`config.mk`:
```
export PLATFORM = sky130hd
export DESIGN_NAME = cla_4bit
export DESIGN_NICKNAME = d
export VERILOG_FILES = /design/src/rtl/cla_pkg.sv /design/src/rtl/cla_4bit_logic.sv /design/src/rtl/cla_4bit.sv
export SDC_FILE = /design/constraint.sdc
export NUM_CORES = 1
export LEC_CHECK = 0
export ABC_AREA = 1
export CORE_MARGIN = 3
export CORE_UTILIZATION = 30
export DETAILED_ROUTE_END_ITERATION = 10
export PLACE_DENSITY = 0.7
export RECOVER_POWER = 50
export SETUP_SLACK_MARGIN = 0.2
export SYNTH_ARGS = -nofsm -noshare
export SYNTH_HDL_FRONTEND = slang
export SYNTH_SLANG_ARGS = --single-unit
```
`constraint.sdc`:
```
create_clock -name clk -period 1.5 [get_ports clk]
set_input_delay 0.15 -clock clk [delete_from_list [all_inputs] [get_ports clk]]
set_output_delay 0.15 -clock clk [all_outputs]
set_load 0.02 [all_outputs]
```
`src/rtl/cla_pkg.sv`:
```
// Shared types for the 4-bit carry-lookahead adder: operand width, nibble type
// and the packed result bundle produced by the combinational lookahead core.
package cla_pkg;

  localparam int unsigned CLA_W = 4;

  typedef logic [CLA_W-1:0] nib_t;

  typedef struct packed {
    nib_t sum;
    logic cout;
    logic gg;
    logic gp;
  } cla_res_t;

endpackage

```
`src/rtl/cla_4bit_logic.sv`:
```
// Combinational 4-bit carry-lookahead core: every carry is a flat
// sum-of-products of generate/propagate terms and cin, never a chain.
module cla_4bit_logic
  import cla_pkg::*;
(
  input  logic [CLA_W-1:0] a,
  input  logic [CLA_W-1:0] b,
  input  logic             cin,
  output cla_res_t         res
);

  logic [CLA_W-1:0] g;
  logic [CLA_W-1:0] p;
  logic [CLA_W:0]   c;

  always_comb begin
    g = a & b;
    p = a ^ b;

    c[0] = cin;
    c[1] = g[0] | (p[0] & cin);
    c[2] = g[1] | (p[1] & g[0]) | (p[1] & p[0] & cin);
    c[3] = g[2] | (p[2] & g[1]) | (p[2] & p[1] & g[0])
         | (p[2] & p[1] & p[0] & cin);
    c[4] = g[3] | (p[3] & g[2]) | (p[3] & p[2] & g[1])
         | (p[3] & p[2] & p[1] & g[0]) | (p[3] & p[2] & p[1] & p[0] & cin);

    res.sum  = p ^ c[CLA_W-1:0];
    res.cout = c[CLA_W];
    // Group terms exclude cin so a parent lookahead unit can combine them.
    res.gg   = g[3] | (p[3] & g[2]) | (p[3] & p[2] & g[1])
             | (p[3] & p[2] & p[1] & g[0]);
    res.gp   = &p;
  end

endmodule

```
`src/rtl/cla_4bit.sv`:
```
// Registered 4-bit carry-lookahead adder with optional input stage (IN_REG).
// Define CLA_4BIT_OVF_EN to add the registered signed-overflow output ovf.
module cla_4bit
  import cla_pkg::*;
#(
  parameter int unsigned IN_REG = 0
)
(
  input  logic             clk,
  input  logic             rst,
  input  logic             in_valid,
  input  logic [CLA_W-1:0] a,
  input  logic [CLA_W-1:0] b,
  input  logic             cin,
  output logic             out_valid,
  output logic [CLA_W-1:0] sum,
  output logic             cout,
  output logic             gg,
  output logic             gp
`ifdef CLA_4BIT_OVF_EN
  ,
  output logic             ovf
`endif
);

  logic stg_valid;
  nib_t stg_a;
  nib_t stg_b;
  logic stg_cin;

  generate
    if (IN_REG != 0) begin : g_in_reg
      logic in_valid_d, in_valid_q;
      nib_t a_d, a_q, b_d, b_q;
      logic cin_d, cin_q;

      always_comb begin
        in_valid_d = in_valid;
        a_d        = a;
        b_d        = b;
        cin_d      = cin;
      end

      always_ff @(posedge clk) begin
        if (rst) begin
          in_valid_q <= 1'b0;
          a_q        <= '0;
          b_q        <= '0;
          cin_q      <= 1'b0;
        end else begin
          in_valid_q <= in_valid_d;
          a_q        <= a_d;
          b_q        <= b_d;
          cin_q      <= cin_d;
        end
      end

      assign stg_valid = in_valid_q;
      assign stg_a     = a_q;
      assign stg_b     = b_q;
      assign stg_cin   = cin_q;
    end else begin : g_no_in_reg
      assign stg_valid = in_valid;
      assign stg_a     = a;
      assign stg_b     = b;
      assign stg_cin   = cin;
    end
  endgenerate

  cla_res_t res_c;
  cla_res_t res_d, res_q;
  logic     out_valid_d, out_valid_q;

  cla_4bit_logic u_logic (
    .a   (stg_a),
    .b   (stg_b),
    .cin (stg_cin),
    .res (res_c)
  );

  // Result registers load on valid and hold otherwise; valid itself tracks every cycle.
  always_comb begin
    out_valid_d = stg_valid;
    res_d       = res_q;
    if (stg_valid) begin
      res_d = res_c;
    end
  end

  always_ff @(posedge clk) begin
    if (rst) begin
      out_valid_q <= 1'b0;
      res_q       <= '0;
    end else begin
      out_valid_q <= out_valid_d;
      res_q       <= res_d;
    end
  end

  assign out_valid = out_valid_q;
  assign sum       = res_q.sum;
  assign cout      = res_q.cout;
  assign gg        = res_q.gg;
  assign gp        = res_q.gp;

`ifdef CLA_4BIT_OVF_EN
  logic ovf_c, ovf_d, ovf_q;

  // c3 is recovered as p3 ^ sum3, so ovf = c4 ^ c3.
  always_comb begin
    ovf_c = res_c.cout ^ stg_a[CLA_W-1] ^ stg_b[CLA_W-1] ^ res_c.sum[CLA_W-1];
    ovf_d = ovf_q;
    if (stg_valid) begin
      ovf_d = ovf_c;
    end
  end

  always_ff @(posedge clk) begin
    if (rst) begin
      ovf_q <= 1'b0;
    end else begin
      ovf_q <= ovf_d;
    end
  end

  assign ovf = ovf_q;
`endif

endmodule

```
Yosys cells after proc, flatten, opt, wreduce, memory -nomap -nowiden

Cells that the tools add are included.

Register bits after elaboration: 8
Output and inout port bits: 8
Logic and storage cells: 35

Bitwise gates (word level): 29
Reduce and logical (&&, ||, !) cells: 1

Operator list:

| operator            | number |
|---|---|
| AND 1 bit           | 16 |
| OR 1 bit            | 10 |
| XOR 4 bit           | 2 |
| AND 4 bit           | 1 |
| AND reduction 4 bit | 1 |

Longest topological paths before layout

Gate-level depths: netlist of run 1.

Depth after elaboration: 6
Gate-level depth with buffers: 9
Depth with buffers taken out: 9

Hierarchy

From an unflattened synthesis of run 1, not the netlist that was laid out.

Cells, all modules: 85
Area, all modules: 543.0 um^2

By module, submodules not included:

| module         | instances | cells an instance | area an instance (um^2) | sequential area each (um^2) |
|---|---|---|---|---|
| cla_4bit       | 1         | 47                | 314.1                   | 160.2 |
| cla_4bit_logic | 1         | 38                | 229.0                   | 0.0 |

Worst setup path after synthesis of run 1

Ideal clock, no wire load.

Path kind: input to register
Start: input port a[2]
End: register res_q, in the netlist sum[3]
Library setup time: 0.117 ns
Arrival: 0.940 ns
Setup slack: 0.443 ns
Stages on the path: 7
Buffers on the path: 0
Cell sequence: ha_1 -> nand2_1 -> nand2_1 -> nor2_1 -> a21oi_2 -> nor2_1 -> nor2_1

Word-level cells in the longest chain between the ends: 6

Ends and longest elaborated chain:

| item                                   | RTL line                                   | source |
|---|---|---|
| start: declaration                     | cla_4bit.sv:12                             | `input logic [CLA_W-1:0] a,` |
| XOR 4 bit                              | cla_4bit_logic.sv:18                       | `p = a ^ b;` |
| AND 1 bit (on tied branches)           | cla_4bit_logic.sv:23, cla_4bit_logic.sv:24 |  |
| OR 1 bit, or another cell as far along | cla_4bit_logic.sv:23                       | `c[3] = g[2] \| (p[2] & g[1]) \| (p[2] & p[1] & g[0])` |
| OR 1 bit or AND 1 bit (tied branches)  | cla_4bit_logic.sv:23, cla_4bit_logic.sv:24 |  |
| OR 1 bit *                             | cla_4bit_logic.sv:24                       | `\| (p[2] & p[1] & p[0] & cin);` |
| XOR 4 bit *                            | cla_4bit_logic.sv:28                       | `res.sum = p ^ c[CLA_W-1:0];` |
| end signal: assignment                 | cla_4bit.sv:96                             | `res_q <= res_d;` |
| end: declaration                       | cla_4bit.sv:71                             | `cla_res_t res_d, res_q;` |

Mark *: on every way between the ends. The rest lies on a longest branch, timed or not.
A chain may end at the register's enable or synchronous reset.

Final worst setup path of run 1

Start: input port b[1]
End: register res_q, in the netlist sum[3]

Word-level cells in the longest chain between the ends: 6

Ends and longest elaborated chain:

| item                                   | RTL line                                   | source |
|---|---|---|
| start: declaration                     | cla_4bit.sv:13                             | `input logic [CLA_W-1:0] b,` |
| AND 4 bit or XOR 4 bit (tied branches) | cla_4bit_logic.sv:17, cla_4bit_logic.sv:18 |  |
| AND 1 bit (on tied branches)           | cla_4bit_logic.sv:23, cla_4bit_logic.sv:24 |  |
| OR 1 bit, or another cell as far along | cla_4bit_logic.sv:23                       |  |
| OR 1 bit or AND 1 bit (tied branches)  | cla_4bit_logic.sv:23, cla_4bit_logic.sv:24 |  |
| OR 1 bit *                             | cla_4bit_logic.sv:24                       |  |
| XOR 4 bit *                            | cla_4bit_logic.sv:28                       |  |

Marked as above.

==> flow_summary.yaml, run 1 <==
run_status:
  run_status: "finished, final reports clean"
route:
  vias_per_cell: 4.57
  drt-pass1-iter-count: 2
  vias: 530
  ant_nets: 0
  wire_per_inst_microns: 10.5
  drc: 0
  drtIter0Drc: 6
  wl_microns: 1220
timing:
  setup_tns_ps: 0
  post-route-min-period_ps: 1240
  setup_violations: 0
  tightest_slew_ps: 294
  clock.fmax_mhz: 809
  rsz0062_at_grt: "true"
  hold_viol: 0
  maxSlewHeadroom_pct: 80.4
  finClkSkew_ps: 0
  finalCritPeriodShare_pct: 82.5
  slew_viol_final: 0
  fin_ws_ps: 263
power_and_ir_drop:
  pwr-share-clk_pct: 26.5
  p_int_w: 0.000424
  power_frac_comb_pct: 34.9
  power_density_nw_per_um2: 744
  sw_frac_of_total_pct: 30.4
  peakVddDrop_uv: 534
  pwr-share-seq_pct: 38.6
  p_switching_w: 0.000185
  p_leak_nw: 0.440
yosys:
  synth_seq_area_share_pct: 30.4
  avgSynthCellArea_sq_um: 7.22
  synthCells: 73
  synth_cell_type_count: 17
  synth_area_sq_um: 527
  synth_warnings: 0
  synth_seq_cells: 8
  syn_nets: 91
clock_network:
  cts_buffer_depth: 2
  root_buffer: "clkbuf_4"
  cts.sinks: 8
  postCtsSetupBuffers: 0
  cts_hold_buf: 0
  cts_tree: "done"
  cts_made_buffers: 3
  h-tree-depth: 1
  insertion_delay_ps: 250
  clkTransAtPathRegs_ps: 50
layout:
  drive_gt1_share_pct: 22.0
  instances_no_fill: 116
  fill_cells: 164
  nets: 120
  syn_to_final_growth_pct: 55.6
  final_core_util_pct: 52.0
  antenna_cells: 0
  final_cell_mix: "nand2_1, inv_1, dlygate4sd2_1, nor2_1, dfxtp_1"
  final_common_cell: "nand2_1"
floorplanning:
  die_area_sq_um: 2290
  core-area_sq_um: 1580
  placementRows: 14
  die_y_microns: 47.9
  pin_count: 20
  die_width_microns: 47.9
  initial_core_util_pct: 33.4
place:
  dp_slack_ps: -92.7
  gp_congestion: 0.742
  place_inst: 113
  dp_hpwl_microns: 982
  portBuffers: 19
critical_path:
  worst_setup_path_end_kind: "flip-flop"
  cp_max_fo: 6
  ff2ff_path_depth: 4
  criticalPathCategory: "input port to flip-flop"
  cp_data_required_time_ps: 1640
  worstPathArrival_ps: 1380
  rrSetupSlack_ps: 820
  start_kind: "input port"
hold_path:
  hold_path.class: "input port to flip-flop"
  min_path_cells: 4
global_routing:
  grt_max_degree: 8
  antenna_found_initial: 0
  first_global_vias: 457
  grt_pass1_wl_microns: 1860
  grt_overflow_total: 0
  grt_usage_pct: 11.6
run:
  maxCapViolCount: 0
## routing by layer
metal | global-route usage (%) | share of wire, % | up-vias
li1 | - | - | 287
met1 | 16.2 | 47 | 230
met2 | 16.6 | 47 | 13
met3 | 5.64 | 5.8 | 0
met4 | 1.61 | 0 | 0
met5 | 0 | 0 | -
## metrics by stage
stage	total power [W]	hold WS [ps]	instance area, sq um
after CTS	0.000608	474	782
after detailed placement	0.000455	469	771
final	0.000610	460	820
after global placement	0.000450	460	771
after global routing	0.000662	488	820
after floorplan	0.000355	212	527
## Yosys cell counts (all sizes together)
master | count | share of area, %
dfxtp | 8 | 30
a21oi | 6 | 7.8
ha | 5 | 12
xnor2 | 1 | 1.7
nand2 | 16 | 13
inv | 14 | 10
fa | 1 | 3.8
buf | 1 | 2.1
o21ai | 3 | 2.8
nand3 | 6 | 6.7
nor2 | 9 | 6.4
nand4 | 3 | 3.6
## logic make-up after synthesis
group	synth area share, %
flops	30.4
xor+xnor	1.66
compound gates	10.7
fa+ha+maj	15.7
simple gates	29.5
buf+inv	12.1
## power by group through the flow
stage / Combinational [W] / Clock, W / Sequential (W)
after floorplan: 0.0000954 / 0 / 0.000259
after global placement: 0.000210 / 0 / 0.000240
after detailed placement: 0.000215 / 0 / 0.000240
after CTS: 0.000204 / 0.000168 / 0.000235
after global routing: 0.000240 / 0.000186 / 0.000236
final: 0.000213 / 0.000161 / 0.000235
## repair_timing
action	4_1_cts	5_1_grt
pin swaps	0	3
resized for setup	9	9
setup endpoints to repair	9	5
## worst paths after layout
path | start | end
setup / recovery | b[1] | sum[3]
hold reg to reg | gg | gg
setup reg to reg | sum[1] | sum[1]
hold / removal | b[0] | sum[0]
## flip-flops by register name, indices dropped and copies added, names as in the netlist
| signal | cells |
|---|---|
| gp | 1 |
| gg | 1 |
| cout | 1 |
| sum | 4 |
| out_valid | 1 |
## worst max-delay path: stages
cell and delay (ps):
clkdlybuf4s50_1 450, ha_4 310, nand2_1 50, nor2_1 110
nor2_2 60, nand3_1 60, nand2_1 50, nor2_1 90
nor2_1 50
## final cells by class
cell class	count	area [sq um]	share of cell area (%)
clock buffer	3	22.5	2.75
inverter	14	52.6	6.41
multi-input combinational	50	333	40.6
sequential	8	160	19.5
tap	16	20.0	2.44
timing repair buffer	25	231	28.2
(Power assumes the default switching activity.)
==> run 2: changes to the inputs <==
- clock period: 1.5 -> 1.3 ns (I/O delays scaled with it)
==> run 2 against run 1 <==
Against the previous run:
- die area stayed put
- register-to-register slack worse by 210 ps
- power is 17% higher
- clock power is 16% higher
- sequential power is 15% higher
- routed wire length is 1.7% higher
- cell count is 2.6% higher
- non-clock buffer count is 3 higher
- global-route usage is 0.38 points higher
- first-iteration DRC count is 33% higher
- flip-flop and latch count stayed put
- critical endpoint unchanged
==> flow_summary.yaml, run 2 (synthesis results as in run 1) <==
clock_network:
  insertion_delay_ps: 250
  h-tree-depth: 1
  postCtsSetupBuffers: 0
  cts_tree: "done"
  cts_buffer_depth: 2
  root_buffer: "clkbuf_4"
  cts_made_buffers: 3
  clkTransAtPathRegs_ps: 50
  cts.sinks: 8
floorplanning:
  die_width_microns: 47.9
  die_y_microns: 47.9
  initial_core_util_pct: 33.4
  placementRows: 14
  pin_count: 20
  core-area_sq_um: 1580
  die_area_sq_um: 2290
power_and_ir_drop:
  peakVddDrop_uv: 568
  p_int_w: 0.000494
  power_frac_comb_pct: 35.8
  p_leak_nw: 0.432
  power_density_nw_per_um2: 845
  sw_frac_of_total_pct: 30.7
  pwr-share-clk_pct: 26.2
  p_switching_w: 0.000219
  pwr-share-seq_pct: 38.1
layout:
  final_core_util_pct: 53.5
  instances_no_fill: 119
  final_cell_mix: "dlygate4sd2_1, nand2_1, inv_1, dfxtp_1"
  drive_gt1_share_pct: 25.2
  largest_register_ffs: 4
  final_common_cell: "dlygate4sd2_1"
  nets: 123
  fill_cells: 166
  syn_to_final_growth_pct: 60.1
  antenna_cells: 0
place:
  place_inst: 116
  dp_hpwl_microns: 1020
  portBuffers: 19
  gp_congestion: 0.806
timing:
  rsz0062_at_grt: "true"
  clock.fmax_mhz: 936
  setup_violations: 0
  tightest_slew_ps: 265
  finalCritPeriodShare_pct: 82.2
  finClkSkew_ps: 0
  maxSlewHeadroom_pct: 82.3
  slew_viol_final: 0
  post-route-min-period_ps: 1070
  hold_viol: 0
critical_path:
  worst_path_most_repeated_cell: "nor2_1"
  critical_path.top_delay_family: "buffers and inverters"
  start_kind: "input port"
  cp_data_required_time_ps: 1440
  cp_max_fo: 7
  crit_chain: "dlygate4sd3_1 -> clkbuf_1 -> nand2_1 -> nor2_1 -> nor2_1"
  r2r_start: "sum[1]"
  crit_cells: 5
  critPathBufInv: 2
  worstPathArrival_ps: 1210
  worst_setup_path_end_kind: "flip-flop"
  criticalPathCategory: "input port to flip-flop"
  critPathSlowestCell: "dlygate4sd3_1"
  max_stage_delay_ps: 680
  ff2ff_path_depth: 4
  rrSetupSlack_ps: 610
  timing.rr.end: "sum[1]"
hold_path:
  holdPathEnd: "gg"
  hold_path.class: "flip-flop to flip-flop"
  hp-start: "gg"
  min_path_cells: 2
global_routing:
  grt_max_degree: 8
  grt_overflow_total: 0
  antenna_found_initial: 0
  first_global_vias: 493
  grt_usage_pct: 12.0
  grt_pass1_wl_microns: 1950
run_status:
  run_status: "finished, final reports clean"
route:
  drc: 0
  drtIter0Drc: 8
  drt-pass1-iter-count: 4
  wire_per_inst_microns: 10.4
  vias_per_cell: 4.71
  vias: 560
  wl_microns: 1240
  ant_nets: 0
run:
  maxCapViolCount: 0
run 2: changes by cell type in the layout (fill, tap and decap cells not counted), sizes merged:
cell,delta
clkdlybuf4s50,-5
dlygate4sd2,+5
clkbuf,+1
buf,+2
clkdlybuf4s15,+3
dlymetal6s2s,-3
run 2: how the worst max path moves through the flow:
stage,startpoint,to
final,in_valid,sum[3]
after global routing,in_valid,sum[3]
after CTS,gp,gp
after detailed placement,a[0],sum[1]
after global placement,a[2],sum[3]
after floorplan,a[2],sum[3]
run 2: final cells by class:
class,instances,area (sq um),area share (%)
multi-input combinational,50,348,41.2
timing repair buffer,28,240,28.5
sequential,8,160,19.0
inverter,14,52.6,6.23
clock buffer,3,22.5,2.67
tap,16,20.0,2.37
run 2: timing repair:
| action | in CTS | in global routing |
|---|---|---|
| endpoints found under the setup margin | 15 | 3 |
| hold buffers | 0 | 0 |
| pin swaps | 4 | 5 |
| resized for setup | 23 | 4 |
run 2: tightest hold or removal path, stage by stage, from the launching register on:
cell and delay (ps):
dfxtp_1 300, nand2_1 70, a21oi_2 50
run 2: metal layers:
| layer | global-route usage (%) | share of wire (%) | vias up |
|---|---|---|---|
| li1 | - | - | 290 |
| met3 | 4.89 | 3.9 | 0 |
| met1 | 15.3 | 46 | 258 |
| met2 | 18.2 | 50 | 12 |
| met5 | 0 | 0 | - |
| met4 | 4.30 | 0 | 0 |
run 2: metrics by stage:
| step | hold WS, ps | total power, W | TNS [ps] | setup WS, ps | instance area, sq um |
|---|---|---|---|---|---|
| finish | 472 | 0.000713 | 0 | 232 | 843 |
| global route | 479 | 0.000768 | 0 | 137 | 843 |
| detailed placement | 467 | 0.000534 | -1360 | -261 | 793 |
| CTS | 472 | 0.000720 | 0 | 239 | 841 |
| floorplan | 192 | 0.000409 | 0 | 263 | 527 |
| global placement | 460 | 0.000528 | -1210 | -223 | 793 |
run 2: power groups by stage:
stage | Sequential, W | Clock, W | Combinational, W
finish | 0.000271 | 0.000187 | 0.000255
detailed placement | 0.000277 | 0 | 0.000256
global route | 0.000273 | 0.000210 | 0.000285
floorplan | 0.000299 | 0 | 0.000110
CTS | 0.000272 | 0.000191 | 0.000258
global placement | 0.000277 | 0 | 0.000251
==> run 3: changes to the inputs <==
- clock period: 1.3 -> 1.06 ns (I/O delays scaled with it)
==> run 3 against run 2 <==
Against the previous run:
- flip-flop and latch count is the same
- clock power is 24% higher
- clock skew is the same
- power increased by 28%
- design area is 2.5% higher
- sequential power is 24% higher
- sequential share of layout area down 0.18 points
- register-to-register slack worse by 240 ps
- setup slack lost 53 ps
- combinational power grew 35%
==> flow_summary.yaml, run 3 (synthesis results as in run 1) <==
power_and_ir_drop:
  p_total_w: 0.000912
  p_leak_nw: 0.425
  peakVddDrop_uv: 611
  power_density_nw_per_um2: 1050
global_routing:
  grt_busiest_layer: "met2"
  grt_overflow_total: 0
  grt_usage_pct: 12.6
  met3_usage_pct: 5.64
  first_global_vias: 507
  grt_max_degree: 7
  met2_usage_pct: 19.3
  antenna_found_initial: 0
  met1_usage_pct: 16.0
  grt_pass1_wl_microns: 1970
floorplanning:
  die_width_microns: 47.9
  initial_core_util_pct: 33.4
  placementRows: 14
  pin_count: 20
  core-area_sq_um: 1580
  die_y_microns: 47.9
  die_area_sq_um: 2290
clock_network:
  postCtsSetupBuffers: 0
  insertion_delay_ps: 250
  clkTransAtPathRegs_ps: 50
  cts_made_buffers: 3
  cts_tree: "done"
  root_buffer: "clkbuf_4"
  cts.sinks: 8
  h-tree-depth: 1
  cts_buffer_depth: 2
place:
  gp_congestion: 0.689
  dp_hpwl_microns: 1050
  portBuffers: 19
  dpl-instance-area_sq_um: 855
  dp_slack_ps: -489
timing:
  maxSlewHeadroom_pct: 83.8
  fin_ws_ps: 179
  tightest_slew_ps: 242
  finalCritPeriodShare_pct: 83.1
  setup_tns_ps: 0
  hold_viol: 0
  rsz0062_at_grt: "true"
  setup_violations: 0
  slew_viol_final: 0
  post-route-min-period_ps: 881
  finClkSkew_ps: 0
  clock.fmax_mhz: 1130
route:
  vias: 573
  wl_microns: 1290
  wire_per_inst_microns: 10.7
  drt-pass1-iter-count: 4
  ant_nets: 0
  drc: 0
  drtIter0Drc: 7
  vias_per_cell: 4.78
hold_path:
  holdPathEnd: "sum[0]"
  hp-start: "b[0]"
  hold_path.class: "input port to flip-flop"
  min_path_cells: 4
layout:
  final_common_cell: "buf_4"
  antenna_cells: 0
  final_cell_mix: "buf_4, nand2_1, inv_1, nor2_1, buf_6"
  final_area_sq_um: 865
  nets: 124
  largest_register_ffs: 4
  syn_to_final_growth_pct: 64.1
  drive_gt1_share_pct: 46.2
critical_path:
  rrSetupSlack_ps: 370
  cp_max_fo: 1
  ff2ff_path_depth: 4
  worstPathArrival_ps: 780
  criticalPathCategory: "flip-flop to primary output"
  start_kind: "flip-flop"
  crit_chain: "clkbuf_1"
  critical_path.top_delay_family: "flip-flops"
  critPathSlowestCell: "dfxtp_1"
  worst_setup_path_end_kind: "primary output"
  r2r_start: "sum[1]"
  max_stage_delay_ps: 300
  timing.rr.end: "sum[1]"
  critPathBufInv: 1
  cp_data_required_time_ps: 950
run_status:
  run_status: "finished, final reports clean"
run:
  maxCapViolCount: 0
## run 3: cell count changes in the layout (fill, tap and decap cells not counted), moves of 2 or more
| cell | delta |
|---|---|
| dlygate4sd2_1 | -13 |
| buf_4 | +7 |
| buf_6 | +7 |
| clkdlybuf4s15_1 | -3 |
| clkbuf_2 | +2 |
| dfxtp_1 | -2 |
| dfxtp_2 | +2 |
| inv_1 | -2 |
## run 3: worst max path at each step
stage / end / slack, ps / cells after the start / startpoint
final: out_valid / 180 / 1 / out_valid
after global routing: out_valid / 140 / 1 / out_valid
after CTS: sum[1] / 200 / 1 / sum[1]
after detailed placement: sum[1] / -490 / 6 / cin
after global placement: sum[1] / -440 / 6 / cin
after floorplan: sum[3] / 160 / 8 / b[2]
## run 3: layout make-up
cell class | instances | area (sq um)
Clock buffer | 3 | 22.5
Fill cell | 166 | 712
Inverter | 14 | 60.1
Multi-Input combinational cell | 50 | 360
Sequential cell | 8 | 163
Tap cell | 16 | 20.0
Timing Repair Buffer | 29 | 239
## run 3: per-stage QoR
step	utilization [%]	instances	hold slack, ps
final	54.8	120	305
after CTS	53.2	120	335
after global placement	54.2	117	462
after detailed placement	54.2	117	461
after floorplan	-	73	168
after global routing	54.8	120	314
## run 3: timing repair
| item | CTS | global route |
|---|---|---|
| hold buffers | 0 | 0 |
| resized for setup | 70 | 20 |
| endpoints found under the setup margin | 15 | 11 |
| pin swaps | 11 | 12 |
## run 3: report_power, final
group | leakage [nW] | internal [W] | switching, W
logic | 0.345 | 0.000176 | 0.000167
registers | 0.0667 | 0.000325 | 0.0000119
clock network | 0.0138 | 0.000129 | 0.000102
total | 0.425 | 0.000631 | 0.000281
## run 3: per-layer routing
metal  routed length, microns  share of wire (%)  vias up
met5                        0                  0        -
met1                      572                 44      258
met2                      631                 49       22
met4                        8               0.62        0
li1                         -                  -      291
met3                       75                5.8        2
